File: config.mk
export PLATFORM = sky130hd
export DESIGN_NAME = cache_mem_arbiter
export DESIGN_NICKNAME = d
export VERILOG_FILES = /design/src/rtl/cache_mem_arbiter.sv
export SDC_FILE = /design/constraint.sdc
export NUM_CORES = 1
export LEC_CHECK = 0
export CORE_ASPECT_RATIO = 0.9
export CORE_MARGIN = 2
export CORE_UTILIZATION = 30
export CTS_CLUSTER_DIAMETER = 80
export CTS_CLUSTER_SIZE = 20
export DETAILED_ROUTE_END_ITERATION = 7
export PLACE_DENSITY = 0.6
export SYNTH_ARGS = -nofsm -noshare
export SYNTH_HDL_FRONTEND = slang
export SYNTH_SLANG_ARGS = --single-unit
File: constraint.sdc
create_clock -name iCLK -period 4.9 [get_ports iCLK]
set_input_delay 0.49 -clock iCLK [delete_from_list [all_inputs] [get_ports iCLK]]
set_output_delay 0.49 -clock iCLK [all_outputs]
set_load 0.01 [all_outputs]
File: src/rtl/cache_mem_arbiter.sv
// Round-robin arbiter that shares one backing-memory burst port between the
// I-cache and D-cache controllers, sequencing line bursts beat by beat.
module cache_mem_arbiter #(
    parameter int unsigned LINE_WORDS = 4
) (
    input  logic                          iCLK,
    input  logic                          iRSTn,
    input  logic                          iIReq,
    input  logic [31:0]                   iIADDR,
    output logic                          oIGnt,
    output logic [31:0]                   oIDATA,
    output logic                          oIValid,
    output logic [$clog2(LINE_WORDS)-1:0] oIBeat,
    output logic                          oIDone,
    input  logic                          iDReq,
    input  logic                          iDWE,
    input  logic [31:0]                   iDADDR,
    input  logic [31:0]                   iDWDATA,
    output logic                          oDGnt,
    output logic [31:0]                   oDDATA,
    output logic                          oDValid,
    output logic [$clog2(LINE_WORDS)-1:0] oDBeat,
    output logic                          oDDone,
    output logic                          oMemREQ,
    output logic                          oMemWE,
    output logic [31:0]                   oMemADDR,
    output logic [31:0]                   oMemWDATA,
    input  logic [31:0]                   iMemRDATA,
    input  logic                          iMemVALID
);

    localparam int unsigned CNT_W  = $clog2(LINE_WORDS);
    localparam int unsigned BASE_W = 30 - CNT_W;
    localparam logic [CNT_W-1:0] LAST_BEAT = CNT_W'(LINE_WORDS - 1);

    typedef enum logic [1:0] {IDLE, BURST_I, BURST_D} state_t;

    state_t            state;
    logic [BASE_W-1:0] base;
    logic [CNT_W-1:0]  beat;
    logic              lastGntD;
    logic              dWe;
    logic              unusedAddrBits;

    // Byte/word offset bits inside a line carry no meaning for a line burst.
    assign unusedAddrBits = ^{iIADDR[CNT_W+1:0], iDADDR[CNT_W+1:0]};

    assign oMemADDR  = oMemREQ ? {base, beat, 2'b00} : 32'h0;
    assign oMemWDATA = (state == BURST_D && dWe) ? iDWDATA : 32'h0;

    // A done pulse marks the cycle after a burst; arbitration waits one more IDLE cycle.
    always_ff @(posedge iCLK or negedge iRSTn) begin
        if (!iRSTn) begin
            state    <= IDLE;
            base     <= '0;
            beat     <= '0;
            lastGntD <= 1'b1;
            dWe      <= 1'b0;
            oIGnt    <= 1'b0;
            oIDATA   <= '0;
            oIValid  <= 1'b0;
            oIBeat   <= '0;
            oIDone   <= 1'b0;
            oDGnt    <= 1'b0;
            oDDATA   <= '0;
            oDValid  <= 1'b0;
            oDBeat   <= '0;
            oDDone   <= 1'b0;
            oMemREQ  <= 1'b0;
            oMemWE   <= 1'b0;
        end else begin
            oIValid <= 1'b0;
            oDValid <= 1'b0;
            oIDone  <= 1'b0;
            oDDone  <= 1'b0;
            case (state)
                IDLE: begin
                    if (!(oIDone || oDDone)) begin
                        if (iIReq && (!iDReq || lastGntD)) begin
                            state    <= BURST_I;
                            base     <= iIADDR[31:CNT_W+2];
                            beat     <= '0;
                            oIGnt    <= 1'b1;
                            oMemREQ  <= 1'b1;
                            oMemWE   <= 1'b0;
                            lastGntD <= 1'b0;
                        end else if (iDReq) begin
                            state    <= BURST_D;
                            base     <= iDADDR[31:CNT_W+2];
                            beat     <= '0;
                            dWe      <= iDWE;
                            oDGnt    <= 1'b1;
                            oDBeat   <= '0;
                            oMemREQ  <= 1'b1;
                            oMemWE   <= iDWE;
                            lastGntD <= 1'b1;
                        end
                    end
                end
                BURST_I: begin
                    if (iMemVALID) begin
                        oIDATA  <= iMemRDATA;
                        oIValid <= 1'b1;
                        oIBeat  <= beat;
                        if (beat == LAST_BEAT) begin
                            state   <= IDLE;
                            beat    <= '0;
                            oIDone  <= 1'b1;
                            oIGnt   <= 1'b0;
                            oMemREQ <= 1'b0;
                        end else begin
                            beat <= beat + CNT_W'(1);
                        end
                    end
                end
                BURST_D: begin
                    if (iMemVALID) begin
                        // Write beats expose the next index so the D-cache can present its word.
                        if (dWe) begin
                            oDBeat <= beat + CNT_W'(1);
                        end else begin
                            oDDATA  <= iMemRDATA;
                            oDValid <= 1'b1;
                            oDBeat  <= beat;
                        end
                        if (beat == LAST_BEAT) begin
                            state   <= IDLE;
                            beat    <= '0;
                            dWe     <= 1'b0;
                            oDDone  <= 1'b1;
                            oDGnt   <= 1'b0;
                            oMemREQ <= 1'b0;
                            oMemWE  <= 1'b0;
                        end else begin
                            beat <= beat + CNT_W'(1);
                        end
                    end
                end
                default: state <= IDLE;
            endcase
        end
    end

endmodule
# Yosys cells after proc, flatten, opt, wreduce, memory -nomap -nowiden
# Cells that the tools add are included.
[op_classes] addsub=1 n_eq_ne=14 n_mux=50 bitwise=2 n_reduce_logical=21
[ops] op="$mux 32" count=2
[ops] op="$mux 28" count=2
[ops] op="$mux 2" count=14
[ops] op="$mux 1" count=24
[ops] op="$reduce_and 5->1" count=4
[ops] op="$ne 2x2->1 const B" count=7
[ops] op="$pmux 2 s2" count=3
[ops] op="$pmux 1 s2" count=5
[ops] op="$reduce_and 4->1" count=2
[ops] op="$reduce_bool 2->1" count=4
[ops] op="$ne 2x1->1 const B" count=3
[ops] op="$reduce_and 3->1" count=2
[ops] op="$reduce_and 6->1" count=1
[ops] op="$eq 2x2->1 const B" count=2
[ops] op="$ne 3x3->1 const B" count=1
[ops] op="$add 2x1->2 const B" count=1
[ops] op="$eq 2x1->1 const B" count=1
[ops] op="$logic_and 1x1->1" count=2
[ops] op="$logic_not 2->1" count=1
[ops] op="$logic_or 1x1->1" count=2
[ops] op="$not 1->1" count=2
[ops] op="$reduce_and 2->1" count=1
[ops] op="$reduce_or 2->1" count=1
[ops] op="$logic_not 1->1" count=1
[word_totals] reg_bits=110 input_bits=134 out_inout_bits=140 word_cells=105

# Depth between registers and ports, before layout
[depth] word_depth=6 depth_mapped=9

# Worst setup path before layout
# No wires, ideal clock.
[synth_path] path_type="reg-to-output" startpoint="reg state[0]" endpoint="out oMemWDATA[31]" t_arrival_ps=1352 required_ps=4410 slack_ps=3058 path_stages_with_launch=6 path_buffers=2 path_cell_list="dfrtp_1 -> inv_1 -> ha_1 -> clkbuf_1 -> clkbuf_1 -> and3_1"
[synth_via] elab_chain_cells=3
[synth_rtl] element="from (decl)" line="38" source="state_t state;"
[synth_rtl] element="from (signal assigned)" line="54" source="state <= IDLE;"
[synth_rtl] element="from (signal assigned)" line="80" source="state <= BURST_I;"
[synth_rtl] element="from (signal assigned)" line="88" source="state <= BURST_D;"
[synth_rtl] element="$eq 2x2->1" line="49" source="assign oMemWDATA = (state == BURST_D && dWe) ? iDWDATA : 32'h0;"
[synth_rtl] element="$logic_and 1x1->1" line="49"
[synth_rtl] element="$mux 32" line="49"
[synth_rtl] element="to (decl)" line="27" source="output logic [31:0] oMemWDATA,"
# Every way passes these cells.

# Worst setup path after layout
[layout_path] startpoint="reg state[0]" endpoint="reg oDDATA[21]"
[layout_via] elab_chain_cells=2
[layout_rtl] element="$eq 2x2->1" line="76" source="case (state)"
[layout_rtl] element="$reduce_and 3->1 (no line)"
[layout_rtl] element="to (signal assigned)" line="122" source="oDDATA <= iMemRDATA;"
[layout_rtl] element="to (decl)" line="20" source="output logic [31:0] oDDATA,"
# Every way passes these cells.
# A chain may end at the register's enable or synchronous reset.

==> results.cfg <==
[worst_setup_path]
crit_end = oDDATA[21]
cpLargestDelayFamily = buffers and inverters
crit_chain = inv_1 -> ha_1 -> nand3b_4 -> inv_1 -> nand2_1 -> nand2_1
worstReg2RegStart = state[0]
reg2reg_to = oDDATA[21]
r2r_setup_slack_ns = 1.73
cp-end-kind = register
critPathBufInv = 2
startpoint_type = register
crit_required_ns = 5.19
arrival_ns = 3.45
cp-startpoint = state[0]
r2r_cells = 6
crit_path_max_incr_delay_ns = 0.99
cp_num_cells = 6
path_max_fanout = 38
crit_type = register to register
crit_slowest_cell = inv_1

[global_route]
use_met3 = 0.05902
grt_max_degree = 72
antenna_found_initial = 0
overflow = 0
grt_pass1_wl_mm = 23.59
gr-usage-met2 = 0.3075
met1_usage = 0.1792
grt_pass1_vias = 4475
groute.usage.overall = 0.1675
busiest_layer = met2

[power_and_ir_drop]
power.density_nw_per_um2 = 590.6
leakage_nw = 3.728
ir_drop_mv = 0.3700

[route]
dr.pass1.iters = 4
wl_mm = 15.08
route.detailed.drc = 0
drt_iter0_markers = 182
ant_nets = 0
vias_per_cell = 4.566
num_vias = 4356
routedWlPerCell_um = 15.80

[synthesis]
post_synth_inst_count = 495
synth-seq-cells = 110
synth_cell_types = 36
syn-cell-area_um2 = 5105
ys_warn_count = 0
synth_top_area_share = 0.5343
synth_flop_cell = dfrtp_1
syn_area_per_cell_um2 = 10.31
synth_edf_count = 0
synth_area_leaders = dfrtp_1 53%, nand2_1 10%, mux2_2 7.5%, mux2i_1 5.9%, and3_1 4.0%
ys_seq_area_frac = 0.5395
synth_top_area_cell = dfrtp_1
synthArstFlopShare = 1.000

[cts]
ctsHoldBuffers = 0
postCtsSetupRepairBufs = 0
ctsResizeCount = 0
cts_root_buf = clkbuf_16
cts_buffers = 9
htreeDepth = 3
cts.sinks = 110
cts_tree = yes
worstSkewPairLatency_ns = 0.35
clkTransAtPathRegs_ns = 0.07
cts_buffer_depth = 2

[place]
placed_cells = 938
dp_hpwl_mm = 11.19
gp_congestion = 0.7888
port_buffers = 263

[die]
num_rows = 45
die_area_um2 = 18080
core_um2 = 16780
start_util = 0.3043
chipWidth_um = 141.5
die_h_um = 127.8
io_pins = 274

[outcome]
status = finished, final reports clean

[sta]
hold_ws_ns = 0.2560
finalHoldViolCount = 0
maxSlewViolCount = 0
rsz0062_at_grt = no
setup_violations = 0
relSlewSlack = 0.2532
period_needed_ns = 3.168
fmax_mhz = 315.6
period_share = 0.6466
worst_pin_slew_ns = 1.119
fin_setup_tns_ns = 0
finClkSkew_ns = 0.005670

[final_layout]
finalNonFillerCells = 954
drive_above_1_share = 0.08345
syn_to_final_growth_pct = 59.63
nets = 876
insertedDiodeCount = 0
post-route-util = 0.4857

[hold_path]
hold_path.class = primary input to asynchronous set/reset pin

[run]
maxCapViolCount = 0
registers in the layout, indices dropped and copies added, names as in the netlist:
register / count
oDGnt: 1
oDValid: 1
oIBeat: 2
beat: 2
oDDone: 1
state: 2
oMemWE: 1
lastGntD: 1
dWe: 1
oMemREQ: 1
oDDATA: 32
oIDATA: 32
oDBeat: 2
base: 28
oIGnt: 1
oIValid: 1
oIDone: 1
cell families (layout without fill, tap and decap cells):
family,count (synthesis),count (layout),share of synthesized area
muxes,64,64,0.1338
DFF,110,110,0.5395
other,1,2,0.0007346
adders and majority gates,4,4,0.009804
buffers and inverters,44,291,0.04779
AOI/OAI and AO/OA,51,51,0.06275
xor gates and xnor gates,1,1,0.001716
and+or+nand+nor,220,220,0.2039
report_power, final:
group	internal (W)	total [W]	switching (W)
clock network	0.000463	0.000791	0.000328
logic	0.00135	0.00243	0.00108
registers	0.00133	0.00159	0.000260
total	0.00315	0.00481	0.00167
layout by cell type (no fill, tap or decap), drive strengths merged:
cell / netlist / final
nor2: 5 / 5
a221oi: 1 / 1
clkinv: 0 / 1
and2: 31 / 31
xnor2: 1 / 1
nor3b: 1 / 1
o31ai: 1 / 1
nand3: 4 / 4
o211ai: 2 / 2
mux2i: 30 / 30
nand2b: 1 / 1
nand4: 4 / 4
ha: 4 / 4
clkdlybuf4s50: 0 / 262
nor2b: 1 / 1
inv: 9 / 10
o22ai: 2 / 2
dfstp: 1 / 1
dfrtp: 109 / 109
and3: 33 / 33
o31a: 1 / 1
nand2: 138 / 138
buf: 19 / 4
o22a: 1 / 1
bufinv: 0 / 2
conb: 1 / 2
a21oi: 3 / 3
clkbuf: 16 / 11
clkinvlp: 0 / 1
nand3b: 2 / 2
o21ai: 36 / 36
mux2: 34 / 34
a22o: 1 / 1
a31oi: 3 / 3
metal layers:
layer	vias to the layer above	wire [um]
li1	2126	-
met1	2057	5837
met2	156	7728
met3	17	1158
met4	0	352
met5	-	0
cells in the mapped netlist, types with 3 or more instances:
| cell type | instances |
|---|---|
| nand2_1 | 138 |
| dfrtp_1 | 109 |
| mux2_2 | 34 |
| and3_1 | 33 |
| and2_1 | 31 |
| mux2i_1 | 30 |
| o21ai_1 | 26 |
| clkbuf_1 | 16 |
| buf_2 | 9 |
| inv_1 | 9 |
| buf_6 | 8 |
| o21ai_0 | 7 |
| nor2_1 | 5 |
| ha_1 | 4 |
| nand3_1 | 4 |
| nand4_1 | 4 |
| a31oi_1 | 3 |
| o21ai_2 | 3 |
cell type report:
| class | count | area, um^2 |
|---|---|---|
| Fill cell | 1560 | 8630 |
| Clock buffer | 11 | 242.7 |
| Multi-Input combinational cell | 342 | 2121 |
| Inverter | 9 | 33.78 |
| Clock inverter | 5 | 81.33 |
| Timing Repair Buffer | 266 | 2653 |
| Tap cell | 211 | 264.0 |
| Sequential cell | 110 | 2754 |
worst min path at each step:
stage | start | endpoint | slack, ns
after global placement | base[14] | base[14] | 0.46
after global routing | iRSTn | base[21] | 0.33
final | iRSTn | base[25] | 0.26
after floorplan | iRSTn | base[0] | 0.19
after CTS | iRSTn | base[25] | 0.29
after detailed placement | oDDATA[2] | oDDATA[2] | 0.46
stage by stage:
step / power, W / area (um^2) / setup WS (ns)
finish: 0.004813 / 8149 / 1.732
global route: 0.005160 / 8149 / 1.347
CTS: 0.004900 / 8149 / 1.615
floorplan: 0.002792 / 5109 / 3.058
detailed placement: 0.004073 / 7825 / 1.604
global placement: 0.004015 / 7825 / 1.806
Note: power is estimated with default switching activity, not from simulation.
